**src/rtl/user_project_wb_initiator.sv**
```systemverilog
// Single-beat Wishbone classic initiator: takes one command over valid/ready, runs the bus
// cycle with a bounded ack timeout and returns read data plus an error flag over valid/ready.
module user_project_wb_initiator #(
    parameter int unsigned TIMEOUT = 16,
    parameter int unsigned ERR_W   = 8
) (
    input  logic             wb_clk_i,
    input  logic             wb_rst_i,
    input  logic             cmd_valid_i,
    output logic             cmd_ready_o,
    input  logic             cmd_we_i,
    input  logic [31:0]      cmd_adr_i,
    input  logic [31:0]      cmd_dat_i,
    input  logic [3:0]       cmd_sel_i,
    output logic             rsp_valid_o,
    input  logic             rsp_ready_i,
    output logic [31:0]      rsp_dat_o,
    output logic             rsp_err_o,
    output logic             wbm_cyc_o,
    output logic             wbm_stb_o,
    output logic             wbm_we_o,
    output logic [3:0]       wbm_sel_o,
    output logic [31:0]      wbm_adr_o,
    output logic [31:0]      wbm_dat_o,
    input  logic [31:0]      wbm_dat_i,
    input  logic             wbm_ack_i,
    output logic [ERR_W-1:0] err_cnt_o
);

    typedef enum logic [1:0] {StIdle, StBus, StResp} state_e;

    localparam logic [7:0] TmoLast = 8'(TIMEOUT - 1);

    state_e           state_q, state_d;
    logic             cmd_ready_q, cmd_ready_d;
    logic             cyc_q, cyc_d;
    logic             stb_q, stb_d;
    logic             we_q, we_d;
    logic [3:0]       sel_q, sel_d;
    logic [31:0]      adr_q, adr_d;
    logic [31:0]      dat_q, dat_d;
    logic             rsp_valid_q, rsp_valid_d;
    logic [31:0]      rsp_dat_q, rsp_dat_d;
    logic             rsp_err_q, rsp_err_d;
    logic [ERR_W-1:0] err_cnt_q, err_cnt_d;
    logic [7:0]       tmo_q, tmo_d;

    always_comb begin
        state_d     = state_q;
        cmd_ready_d = cmd_ready_q;
        cyc_d       = cyc_q;
        stb_d       = stb_q;
        we_d        = we_q;
        sel_d       = sel_q;
        adr_d       = adr_q;
        dat_d       = dat_q;
        rsp_valid_d = rsp_valid_q;
        rsp_dat_d   = rsp_dat_q;
        rsp_err_d   = rsp_err_q;
        err_cnt_d   = err_cnt_q;
        tmo_d       = tmo_q;

        unique case (state_q)
            StIdle: begin
                if (cmd_valid_i && cmd_ready_q) begin
                    cmd_ready_d = 1'b0;
                    cyc_d       = 1'b1;
                    stb_d       = 1'b1;
                    we_d        = cmd_we_i;
                    sel_d       = cmd_sel_i;
                    adr_d       = cmd_adr_i;
                    dat_d       = cmd_dat_i;
                    tmo_d       = '0;
                    state_d     = StBus;
                end
            end
            StBus: begin
                // Ack is checked first so an ack on the final timeout edge still succeeds.
                if (wbm_ack_i) begin
                    cyc_d       = 1'b0;
                    stb_d       = 1'b0;
                    we_d        = 1'b0;
                    rsp_dat_d   = we_q ? 32'h0 : wbm_dat_i;
                    rsp_err_d   = 1'b0;
                    rsp_valid_d = 1'b1;
                    state_d     = StResp;
                end else if (tmo_q == TmoLast) begin
                    cyc_d       = 1'b0;
                    stb_d       = 1'b0;
                    we_d        = 1'b0;
                    rsp_dat_d   = 32'h0;
                    rsp_err_d   = 1'b1;
                    rsp_valid_d = 1'b1;
                    if (err_cnt_q != '1) begin
                        err_cnt_d = err_cnt_q + 1'b1;
                    end
                    state_d     = StResp;
                end else begin
                    tmo_d = tmo_q + 8'd1;
                end
            end
            StResp: begin
                if (rsp_ready_i) begin
                    rsp_valid_d = 1'b0;
                    cmd_ready_d = 1'b1;
                    state_d     = StIdle;
                end
            end
            default: begin
                state_d     = StIdle;
                cmd_ready_d = 1'b1;
            end
        endcase
    end

    always_ff @(posedge wb_clk_i) begin
        if (wb_rst_i) begin
            state_q     <= StIdle;
            cmd_ready_q <= 1'b1;
            cyc_q       <= 1'b0;
            stb_q       <= 1'b0;
            we_q        <= 1'b0;
            sel_q       <= '0;
            adr_q       <= '0;
            dat_q       <= '0;
            rsp_valid_q <= 1'b0;
            rsp_dat_q   <= '0;
            rsp_err_q   <= 1'b0;
            err_cnt_q   <= '0;
            tmo_q       <= '0;
        end else begin
            state_q     <= state_d;
            cmd_ready_q <= cmd_ready_d;
            cyc_q       <= cyc_d;
            stb_q       <= stb_d;
            we_q        <= we_d;
            sel_q       <= sel_d;
            adr_q       <= adr_d;
            dat_q       <= dat_d;
            rsp_valid_q <= rsp_valid_d;
            rsp_dat_q   <= rsp_dat_d;
            rsp_err_q   <= rsp_err_d;
            err_cnt_q   <= err_cnt_d;
            tmo_q       <= tmo_d;
        end
    end

    assign cmd_ready_o = cmd_ready_q;
    assign wbm_cyc_o   = cyc_q;
    assign wbm_stb_o   = stb_q;
    assign wbm_we_o    = we_q;
    assign wbm_sel_o   = sel_q;
    assign wbm_adr_o   = adr_q;
    assign wbm_dat_o   = dat_q;
    assign rsp_valid_o = rsp_valid_q;
    assign rsp_dat_o   = rsp_dat_q;
    assign rsp_err_o   = rsp_err_q;
    assign err_cnt_o   = err_cnt_q;

endmodule

```
**config.mk**
```make
export PLATFORM = sky130hd
export DESIGN_NAME = user_project_wb_initiator
export DESIGN_NICKNAME = d
export VERILOG_FILES = /design/src/rtl/user_project_wb_initiator.sv
export SDC_FILE = /design/constraint.sdc
export NUM_CORES = 1
export LEC_CHECK = 0
export CAP_MARGIN = 25
export CELL_PAD_IN_SITES_DETAIL_PLACEMENT = 0
export CELL_PAD_IN_SITES_GLOBAL_PLACEMENT = 1
export CORE_ASPECT_RATIO = 0.8
export CORE_MARGIN = 3
export CORE_UTILIZATION = 26
export DETAILED_ROUTE_END_ITERATION = 10
export GPL_TIMING_DRIVEN = 1
export PLACE_DENSITY = 0.84
export SLEW_MARGIN = 20
export SYNTH_ARGS = -nofsm -noshare
export SYNTH_HDL_FRONTEND = slang
export SYNTH_SLANG_ARGS = --single-unit
```
**constraint.sdc**
```tcl
create_clock -name wb_clk_i -period 1.7 [get_ports wb_clk_i]
set_input_delay 0.34 -clock wb_clk_i [delete_from_list [all_inputs] [get_ports wb_clk_i]]
set_output_delay 0.34 -clock wb_clk_i [all_outputs]
set_load 0.01 [all_outputs]
```
==> results of run 1 <==
worst register-to-register path, stage by stage, from the launching register on:
cell	delay, ns
sky130_fd_sc_hd__dfxtp_2	0.34
sky130_fd_sc_hd__ha_4	0.16
sky130_fd_sc_hd__and3_4	0.20
sky130_fd_sc_hd__a211o_1	0.34
sky130_fd_sc_hd__or3_1	0.35
sky130_fd_sc_hd__a31oi_1	0.15
logic make-up after synthesis:
family,after synthesis
flip-flops,123
buffers and inverters,46
AO/OA/AOI/OAI,175
adder cells (fa/ha/maj),2
multiplexers,1
AND/OR/NAND/NOR,226
worst paths after layout:
kind / from / to / slack [ns] / cells after the start
setup / recovery: wbm_adr_o[29] / wbm_adr_o[29] / 0.04 / 1
hold / removal: wb_rst_i / err_cnt_o[4] / 0.25 / 2
setup reg to reg: tmo_q[1] / tmo_q[5] / 0.08 / 5
hold reg to reg: wbm_dat_o[10] / wbm_dat_o[10] / 0.45 / 2
metal layers:
metal	vias up	GRT usage	wire (um)
met5	-	0	0
met4	0	0.0498	174
met3	12	0.0715	1560
met2	169	0.219	6320
met1	2135	0.203	7020
li1	2401	-	-
Yosys cell counts, types with 3 or more instances:
cell type                    n  area, um^2
sky130_fd_sc_hd__nand2_1   179         672
sky130_fd_sc_hd__dfxtp_1   123        2460
sky130_fd_sc_hd__a21oi_1   118         591
sky130_fd_sc_hd__o21ai_0    41         205
sky130_fd_sc_hd__clkbuf_1   35         131
sky130_fd_sc_hd__nand3_1    12        60.1
sky130_fd_sc_hd__nor2_1      5        18.8
sky130_fd_sc_hd__a31oi_1     4        25.0
sky130_fd_sc_hd__or3_1       4        25.0
sky130_fd_sc_hd__or4_1       4        30.0
sky130_fd_sc_hd__and3_1      3        18.8
sky130_fd_sc_hd__buf_2       3        15.0
sky130_fd_sc_hd__o31ai_1     3        22.5
cell type report:
type                    instances  share of cell area
clock inverters                10              0.0148
repair buffers                257               0.328
flip-flops and latches        123               0.309
well taps                     220              0.0345
inverters                       1            0.000471
multi-input cells             404               0.255
clock buffers                  22              0.0582
state kept, by name (all words and copies together), names as in the netlist:
name         cells
err_cnt_o        8
rsp_err_o        1
tmo_q            8
wbm_dat_o       32
wbm_adr_o       32
cmd_ready_o      1
wbm_we_o         1
rsp_valid_o      1
rsp_dat_o       32
wbm_sel_o        4
wbm_stb_o        1
state_q          2
power by group through the flow:
stage / combinational, mW / clock (mW) / sequential, mW
floorplan: 0.373 / 0 / 3.24
global placement: 1.23 / 0 / 3.17
detailed placement: 1.23 / 0 / 3.17
CTS: 1.23 / 3.70 / 3.11
global route: 1.32 / 3.80 / 3.13
finish: 1.21 / 3.56 / 3.11
metrics by stage:
step	setup TNS [ns]	hold WS [ns]	util	worst slack, ns
after detailed placement	-3.13	0.445	0.432	-0.110
after floorplan	0	0.437	-	0.00784
after global placement	-1.92	0.441	0.432	-0.0998
final	0	0.248	0.470	0.0397
after CTS	0	0.222	0.466	0.00846
after global routing	-0.0333	0.249	0.470	-0.0177
repair_timing:
action                     in CTS  in global routing
setup endpoints to repair      11                 25
resized for setup              12                 18
pin swaps                       0                  4
==> results.json, run 1 <==
{
  "run_status": "completed",
  "initialDrtViolationCount": 286,
  "synth_xor_xnor_area_share": 0,
  "largest_delay_contributor_family_on_the_critical_path": "buffers and inverters",
  "floorplan.core_area_um2": 17000,
  "worst-path-buf-inv": 1,
  "synth_async_sr_flop_share": 0,
  "synth_seq_cells": 123,
  "seq_area_um2": 2470,
  "clock_power_share": 0.452,
  "synth_area_um2": 4610,
  "nFillCells": 1632,
  "global_route_wire_length_before_repair_um": 23900,
  "grt_use_total": 0.153,
  "multi_input_logic_area_um2": 2030,
  "root_buffer": "sky130_fd_sc_hd__clkbuf_16",
  "detailroute.via_count": 4717,
  "finalCriticalPeriod_ns": 1.66,
  "timing.critical_path.cells": "clkdlybuf4s50_1",
  "postRouteWirelength_um": 15100,
  "worst_slew_margin_rel": 0.784,
  "grt_start_max_net_pins": 68,
  "drc": 0,
  "post_synth_and_or_nand_nor_area_fraction": 0.216,
  "netlist_instances": 573,
  "critical_path_peak_fanout": 2,
  "synth_compound_area_frac": 0.199,
  "internal_power_mw": 5.95,
  "hold_buffers": 0,
  "power_frac_seq": 0.394,
  "yosys_most_used_dff": "sky130_fd_sc_hd__dfxtp_1",
  "clk_pin_slew_ns": 0.06,
  "synth_enable_flop_cells": 0,
  "power.share.switching": 0.246,
  "htree_num_levels": 4,
  "start_kind": "register",
  "cts.sinks": 123,
  "mappedNetlistNets": 681,
  "grt_antenna_before_repair": 0,
  "initial_core_util": 0.272,
  "vdd_ir_drop_max_mv": 0.595,
  "instances_no_fill": 1037,
  "drv_cap": 0,
  "antenna_violating_nets_post_route": 0,
  "dominant_combinational_cell_family_by_area_after_synthesis": "simple AND/OR/NAND/NOR gates",
  "std_cell_rows": 42,
  "post_synth_fa_ha_maj_area_fraction": 0.00543,
  "io_pins": 220,
  "postCtsSetupBuffers": 0,
  "finClkSkew_ns": 0.0106,
  "num_cts_buffers": 17,
  "cts_max_path_buffers": 2,
  "power.density_nw_per_um2": 989,
  "data_arrival_time_at_the_worst_slack_endpoint_ns": 1.32,
  "die_area_um2": 19400,
  "power.combinational.fraction": 0.154,
  "final_common_cell": "sky130_fd_sc_hd__clkdlybuf4s50_1",
  "clock_tree_from_tritoncts": "yes",
  "detail_route.vias_per_cell": 4.55,
  "detail_route.wl_per_cell_um": 14.5,
  "layout_common_cells": "sky130_fd_sc_hd__clkdlybuf4s50_1 (195), sky130_fd_sc_hd__nand2_1 (179), sky130_fd_sc_hd__dfxtp_1 (120)",
  "criticalPathCategory": "register to output port",
  "final_min_period_over_clock_period": 0.977,
  "numPlacedInstances": 1005,
  "die_w_um": 155,
  "hold_violations": 0,
  "post_dp_cell_area_um2": 7340,
  "io_buffers": 219,
  "slowest_delay_ns": 0.58,
  "share_of_cells_above_drive_strength_1": 0.100,
  "synth_cell_types": 42,
  "vias_in_the_first_global_route": 4457,
  "synth.avg_cell_area_um2": 8.05,
  "post_layout_power_mw": 7.89,
  "die-height_um": 125,
  "antennaDiodeCount": 0,
  "layout-area-overhead-vs-synth_pct": 72.8,
  "power.switching_mw": 1.94,
  "detail_route.first_pass.iterations": 4,
  "finish.net_count": 912,
  "synth_sequential_area_ratio": 0.534,
  "muxShareOfSynthArea": 0.00217,
  "unrepaired_setup_endpoints_after_global_routing": "yes",
  "synthesis_warnings": 0,
  "max_freq_mhz": 602,
  "clock_latency_on_the_worst_skew_pair_ns": 0.41,
  "hold_path.class": "primary input to register",
  "tightest_slew_ns": 0.323,
  "global_route.overflow_total": 0,
  "critPathCaptureType": "output port",
  "worst-endpoint-required_ns": 1.36,
  "maxSlewViolCount": 0,
  "gp_congestion": 0.776,
  "post-route-cell-area_um2": 7970,
  "setup_viol_count_final": 0,
  "cpMaxStageDelayCell": "sky130_fd_sc_hd__clkdlybuf4s50_1",
  "hpwl_dp_um": 10500,
  "static-leakage-power_nw": 3.07
}
Note: power is estimated with default switching activity, not from simulation.
==> inputs of run 2 (changes only) <==
- GPL_TIMING_DRIVEN: 1 -> not set
- HOLD_SLACK_MARGIN: not set -> 0.1
==> results of run 2 <==
The final DEF is identical to that of run 1; final timing and power are the same.
